==> src/rtl/wallace_mac_accum_if.sv <==
// Valid/ready bundle between the Wallace multiplier output and the burst accumulator.
// master = upstream/consumer side (drives beats and out_ready); slave = accumulator.
interface wallace_mac_accum_if #(
   parameter int PROD_W    = 32,
   parameter int ACC_W     = 40,
   parameter int BURST_LEN = 8
);
   localparam int CNT_W = $clog2(BURST_LEN + 1);

   logic              in_valid;
   logic              in_ready;
   logic [PROD_W-1:0] in_prod;
   logic              in_last;
   logic              out_valid;
   logic              out_ready;
   logic [ACC_W-1:0]  out_acc;
   logic [CNT_W-1:0]  out_count;
   logic              out_ovf;

   modport master (
      output in_valid, in_prod, in_last, out_ready,
      input  in_ready, out_valid, out_acc, out_count, out_ovf
   );

   modport slave (
      input  in_valid, in_prod, in_last, out_ready,
      output in_ready, out_valid, out_acc, out_count, out_ovf
   );
endinterface

==> src/rtl/wallace_mac_accum.sv <==
// Saturating burst accumulator for 32-bit multiplier products; presents the
// burst sum, beat count and sticky overflow on a valid/ready result port.
module wallace_mac_accum #(
   parameter int PROD_W    = 32,
   parameter int ACC_W     = 40,
   parameter int BURST_LEN = 8
) (
   input  logic                clk,
   input  logic                rst,
   wallace_mac_accum_if.slave  bus,
   output logic                busy
);
   localparam int CNT_W = $clog2(BURST_LEN + 1);
   localparam logic [CNT_W-1:0] BURST_MAX = CNT_W'(BURST_LEN);

   typedef enum logic [1:0] {IDLE, ACCUM, HOLD} state_t;

   state_t           state;
   logic [ACC_W-1:0] acc;
   logic [CNT_W-1:0] count;
   logic             ovf;
   logic             out_valid;
   logic [ACC_W:0]   sum;
   logic [CNT_W-1:0] count_nxt;
   logic             xfer;

   assign bus.in_ready  = (state != HOLD);
   assign busy          = (state != IDLE);
   assign bus.out_valid = out_valid;
   assign bus.out_acc   = acc;
   assign bus.out_count = count;
   assign bus.out_ovf   = ovf;

   assign xfer      = bus.in_valid & bus.in_ready;
   assign count_nxt = count + 1'b1;

   // One extra bit so the carry out of the accumulator flags saturation.
   always_comb begin
      sum = '0;
      sum = {1'b0, acc} + (ACC_W+1)'(bus.in_prod);
   end

   always_ff @(posedge clk or posedge rst) begin
      if (rst) begin
         state     <= IDLE;
         acc       <= '0;
         count     <= '0;
         ovf       <= 1'b0;
         out_valid <= 1'b0;
      end else begin
         case (state)
            IDLE: begin
               if (xfer) begin
                  acc   <= ACC_W'(bus.in_prod);
                  count <= CNT_W'(1);
                  ovf   <= 1'b0;
                  if (bus.in_last || BURST_LEN == 1) begin
                     state     <= HOLD;
                     out_valid <= 1'b1;
                  end else begin
                     state <= ACCUM;
                  end
               end
            end
            ACCUM: begin
               if (xfer) begin
                  if (sum[ACC_W]) begin
                     acc <= '1;
                     ovf <= 1'b1;
                  end else begin
                     acc <= sum[ACC_W-1:0];
                  end
                  count <= count_nxt;
                  if (bus.in_last || count_nxt == BURST_MAX) begin
                     state     <= HOLD;
                     out_valid <= 1'b1;
                  end
               end
            end
            HOLD: begin
               if (bus.out_ready) begin
                  state     <= IDLE;
                  out_valid <= 1'b0;
               end
            end
            default: state <= IDLE;
         endcase
      end
   end
endmodule

==> src/flat_wrapper.sv <==
// flat-port wrapper written by rule: the top's interface ports become plain ports
module wallace_mac_accum_flat 
#(
   parameter int PROD_W    = 32,
   parameter int ACC_W     = 40,
   parameter int BURST_LEN = 8
)
  (clk, rst, busy, bus_in_valid, bus_in_prod, bus_in_last, bus_out_ready, bus_in_ready, bus_out_valid, bus_out_acc, bus_out_count, bus_out_ovf);
  wallace_mac_accum_if #(.PROD_W(PROD_W), .ACC_W(ACC_W), .BURST_LEN(BURST_LEN)) bus_i ();
  input  logic clk;
  input  logic rst;
  output logic busy;
  input wire logic [$bits(bus_i.in_valid)-1:0] bus_in_valid;
  input wire logic [$bits(bus_i.in_prod)-1:0] bus_in_prod;
  input wire logic [$bits(bus_i.in_last)-1:0] bus_in_last;
  input wire logic [$bits(bus_i.out_ready)-1:0] bus_out_ready;
  output wire logic [$bits(bus_i.in_ready)-1:0] bus_in_ready;
  output wire logic [$bits(bus_i.out_valid)-1:0] bus_out_valid;
  output wire logic [$bits(bus_i.out_acc)-1:0] bus_out_acc;
  output wire logic [$bits(bus_i.out_count)-1:0] bus_out_count;
  output wire logic [$bits(bus_i.out_ovf)-1:0] bus_out_ovf;
  assign bus_i.in_valid = bus_in_valid;
  assign bus_i.in_prod = bus_in_prod;
  assign bus_i.in_last = bus_in_last;
  assign bus_i.out_ready = bus_out_ready;
  assign bus_in_ready = bus_i.in_ready;
  assign bus_out_valid = bus_i.out_valid;
  assign bus_out_acc = bus_i.out_acc;
  assign bus_out_count = bus_i.out_count;
  assign bus_out_ovf = bus_i.out_ovf;
  wallace_mac_accum #(.PROD_W(PROD_W), .ACC_W(ACC_W), .BURST_LEN(BURST_LEN)) u_core (.clk(clk), .rst(rst), .bus(bus_i), .busy(busy));
endmodule
==> config.mk <==
export PLATFORM = sky130hd
export DESIGN_NAME = wallace_mac_accum_flat
export DESIGN_NICKNAME = d
export VERILOG_FILES = /design/src/rtl/wallace_mac_accum_if.sv /design/src/rtl/wallace_mac_accum.sv /design/src/flat_wrapper.sv
export SDC_FILE = /design/constraint.sdc
export NUM_CORES = 1
export LEC_CHECK = 0
export ABC_AREA = 0
export ABC_CLOCK_PERIOD_IN_PS = 2900
export BUFFER_PORTS_ARGS = -buffer_cell sky130_fd_sc_hd__buf_4
export CAP_MARGIN = 20
export CORE_MARGIN = 1
export CORE_UTILIZATION = 25
export DETAILED_ROUTE_END_ITERATION = 10
export GPL_TIMING_DRIVEN = 0
export PLACE_DENSITY = 0.55
export REMOVE_ABC_BUFFERS = 1
export SLEW_MARGIN = 20
export SYNTH_ARGS = -nofsm -noshare
export SYNTH_HDL_FRONTEND = slang
export SYNTH_SLANG_ARGS = --single-unit
==> constraint.sdc <==
create_clock -name clk -period 2.9 [get_ports clk]
set_input_delay 0.58 -clock clk [delete_from_list [all_inputs] [get_ports clk]]
set_output_delay 0.58 -clock clk [all_outputs]
set_load 0.02 [all_outputs]
==> summary.md <==
| Metric | Value |
|---|---|
| Clk sink count | `48` |
| Syn Inst Count | `526` |
| Root Buffer Master | `clkbuf_16` |
| Total Power | `4.40 mW` |
| Antenna violations before repair | `0` |
| DRC Markers | `0` |
| Synthesized cell area | `0.00415 mm²` |
| Fin. Hold Viols | `0` |
| CP startpoint kind | `flop` |
| Total Nets Final | `684` |
| Largest family of logic cells by synthesized area | `compound AO/OA/AOI/OAI gates` |
| Vias per cell | `5.13` |
| Core area | `0.0161 mm²` |
| Pre-antenna DRT Iters | `5` |
| H-tree depth | `2` |
| Worst slew pin tran | `0.842 ns` |
| Post-synthesis sequential area ratio | `28.9%` |
| Simple-gate share of the synthesized area | `19.8%` |
| Largest net degree at the start of global routing | `31` |
| Leakage | `2.39 nW` |
| GRT Overall Usage | `15.9%` |
| Io pins | `85` |
| TritonCTS Buffers | `5` |
| Crit Reg-Reg Startpoint | `u_core.bus.out_acc[13]` |
| Port Buf Inserts | `84` |
| Worst path cell trace | `ha_4 -> a21oi_2 -> o22ai_1 -> o21a_1 -> or4_1 -> o21ai_4 -> a211oi_4 -> buf_4 -> buf_6 -> nor3_1 -> o21ai_0` |
| Post-synth cell types | `64` |
| Area growth, synth to finish | `36.9%` |
| RD Place Congestion | `0.823` |
| Initial DRC count | `215` |
| Worst path slowest cell | `or4_1` |
| Deepest clock path buffer count | `2` |
| CP required | `3.09 ns` |
| Pwr/cell area | `775 mW/mm²` |
| Fmax | `354 MHz` |
| Dominant cell type by area after synthesis | `dfrtp_1` |
| Setup violators final | `0` |
| Syn_area_per_cell | `7.89 µm²` |
| Critical path class | `flop to flop` |
| CP max FO | `11` |
| Ratio of cells with drive above 1 in the final layout | `28.2%` |
| Fraction of registers with async set/reset | `100%` |
| Diodes inserted | `0` |
| Avg WL per Cell | `16.2 µm` |
| Setup TNS | `0 ns` |
| Mux cell area share after synthesis | `1.02%` |
| Global-route wire length before repair | `21,600 µm` |
| Xor-xnor portion of the synthesized cell area | `6.33%` |
| Non-filler cells, final | `830` |
| Hold WC Path Type | `input pin to asynchronous set/reset pin` |
| Hpwl dp | `9740 µm` |
| Via count | `4,262` |
| Compound-Gate Fraction of Synth Area | `29.8%` |
| Final core utilization | `35.4%` |
| Starting Density | `25.9%` |
| Setup Skew | `0.0136 ns` |
| Delay-heaviest family, CP | `compound AO/OA/AOI/OAI gates` |
| Yosys top cell area share | `28.9%` |
| Placed insts | `805` |
| Clock slew at reported path FFs | `0.07 ns` |
| Max_cap viols | `0` |
| Die area | `0.0171 mm²` |
| Peak VDD IR | `0.261 mV` |
| Final Max Slew Viols | `0` |
| Core Rows | `46` |
| RSZ-0062 raised after global routing | `true` |
| Worst skew pair latency | `0.31 ns` |
| Minimum clock period | `2.83 ns` |
| Ys Warns | `0` |
| Synth Flop Type | `dfrtp_1` |
| Area share of fa/ha/maj cells after synthesis | `10.4%` |
| Delay of the slowest cell on the worst path | `0.48 ns` |
| CP arrival | `3.02 ns` |
| GR Overflow Total | `0` |
| Die Span X | `131 µm` |
| Synthesis-stage register bit count | `48` |
| Post-route antenna net violation count | `0` |
| Crit. Startpoint | `u_core.bus.out_acc[13]` |
| CTS tree | `yes` |
| Die Ht | `131 µm` |
| Vias in the first global route | `4,211` |
| Outcome | `completed` |
| Period utilisation layout | `97.5%` |
| EDFF count, synth | `0` |
| Max_slew headroom | `43.7%` |
| WL final | `13,500 µm` |
| Leading post-synthesis cells by cell area | `dfrtp_1 (29%), ha_1 (9.9%), o21ai_0 (6.6%)` |
| CP bufs+invs | `2` |
| Kind of end point of the critical path | `flop` |
-- registers in the layout, indices dropped and copies added, names as in the netlist --
name                  count
u_core.bus.out_acc       40
u_core.bus.out_count      4
u_core.state              2
u_core.bus.out_ovf        1
u_core.bus.out_valid      1
-- cells by family after synthesis --
logic type | Yosys count
DFF | 48
muxes | 4
xor gates and xnor gates | 30
adders and majority gates | 34
buffers and inverters | 35
AOI/OAI and AO/OA | 198
and+or+nand+nor | 177
-- worst paths after layout --
| check | endpoint | slack (ns) | depth (start not counted) |
|---|---|---|---|
| min in group clk | u_core.state[1] | 0.49 | 2 |
| min reg2reg | u_core.bus.out_acc[7] | 0.53 | 2 |
| max reg2reg | u_core.bus.out_acc[27] | 0.07 | 11 |
| min | u_core.bus.out_acc[6] | 0.30 | 2 |
| max | u_core.bus.out_acc[27] | 0.07 | 11 |
| max in group asynchronous | u_core.state[0] | 2.07 | 3 |
-- power breakdown --
group	switching, mW	total, mW	internal (mW)	leakage [nW]
sequential	0.188	1.01	0.827	0.594
clock	0.299	0.797	0.498	0.0944
combinational	1.46	2.59	1.14	1.71
-- synth_stat cells, types with 9 or more instances --
cell type and number:
xnor2_1 18, nand2_1 73, dfrtp_1 48, o21a_1 9, a21oi_1 36, inv_1 10, a31oi_1 13, o21ai_1 22
nand3_1 11, clkbuf_1 17, nor3_1 34, xor2_1 12, a21o_1 11, nor2_1 25, o21ai_0 55, ha_1 33
o22ai_1 10
-- layout by cell type, fill, tap and decap left out, types with 12 or more instances in the layout --
master	synthesis	final
o21ai_1	22	26
xor2_1	12	12
buf_4	0	97
nand2_1	73	69
ha_4	0	12
nor2_1	25	25
nor3_1	34	23
ha_1	33	19
a21oi_1	36	34
o21ai_0	55	51
xnor2_1	18	18
dfrtp_1	48	47
-- cell type report --
| class | instances | area (µm²) |
|---|---|---|
| tap | 216 | 270 |
| inverter | 10 | 37.5 |
| clock buffer | 5 | 125 |
| fill | 1677 | 10400 |
| clock inverter | 3 | 68.8 |
| sequential | 48 | 1200 |
| multi-input combinational | 443 | 3110 |
| timing repair buffer | 105 | 870 |
-- timing repair --
action / 4_1_cts / 5_1_grt
resized for setup: 14 / 45
cloned: 0 / 1
setup endpoints to repair: 41 / 41
pin swaps: 6 / 21
hold buffers: 0 / 0
buffers inserted: 4 / 12
-- layer usage --
layer,global-route usage (%),part of all wire [%],routed length [µm],vias up
met3,3.42,4.0,540,8
met5,0,0,0,-
met4,3.45,0.88,119,0
met1,21.8,49,6580,2062
met2,25.6,46,6240,79
li1,-,-,-,2113
-- per-stage QoR --
step	setup slack, ns	instance area (µm²)	hold WS, ns
4_1_cts	0.00806	5320	0.312
2_1_floorplan	-0.143	4040	0.521
6_report	0.0718	5690	0.295
3_5_place_dp	-0.772	5040	0.512
3_3_place_gp	-1.18	4940	0.501
5_1_grt	-0.0427	5690	0.331
No activity file was read; power rests on OpenSTA's default activity.
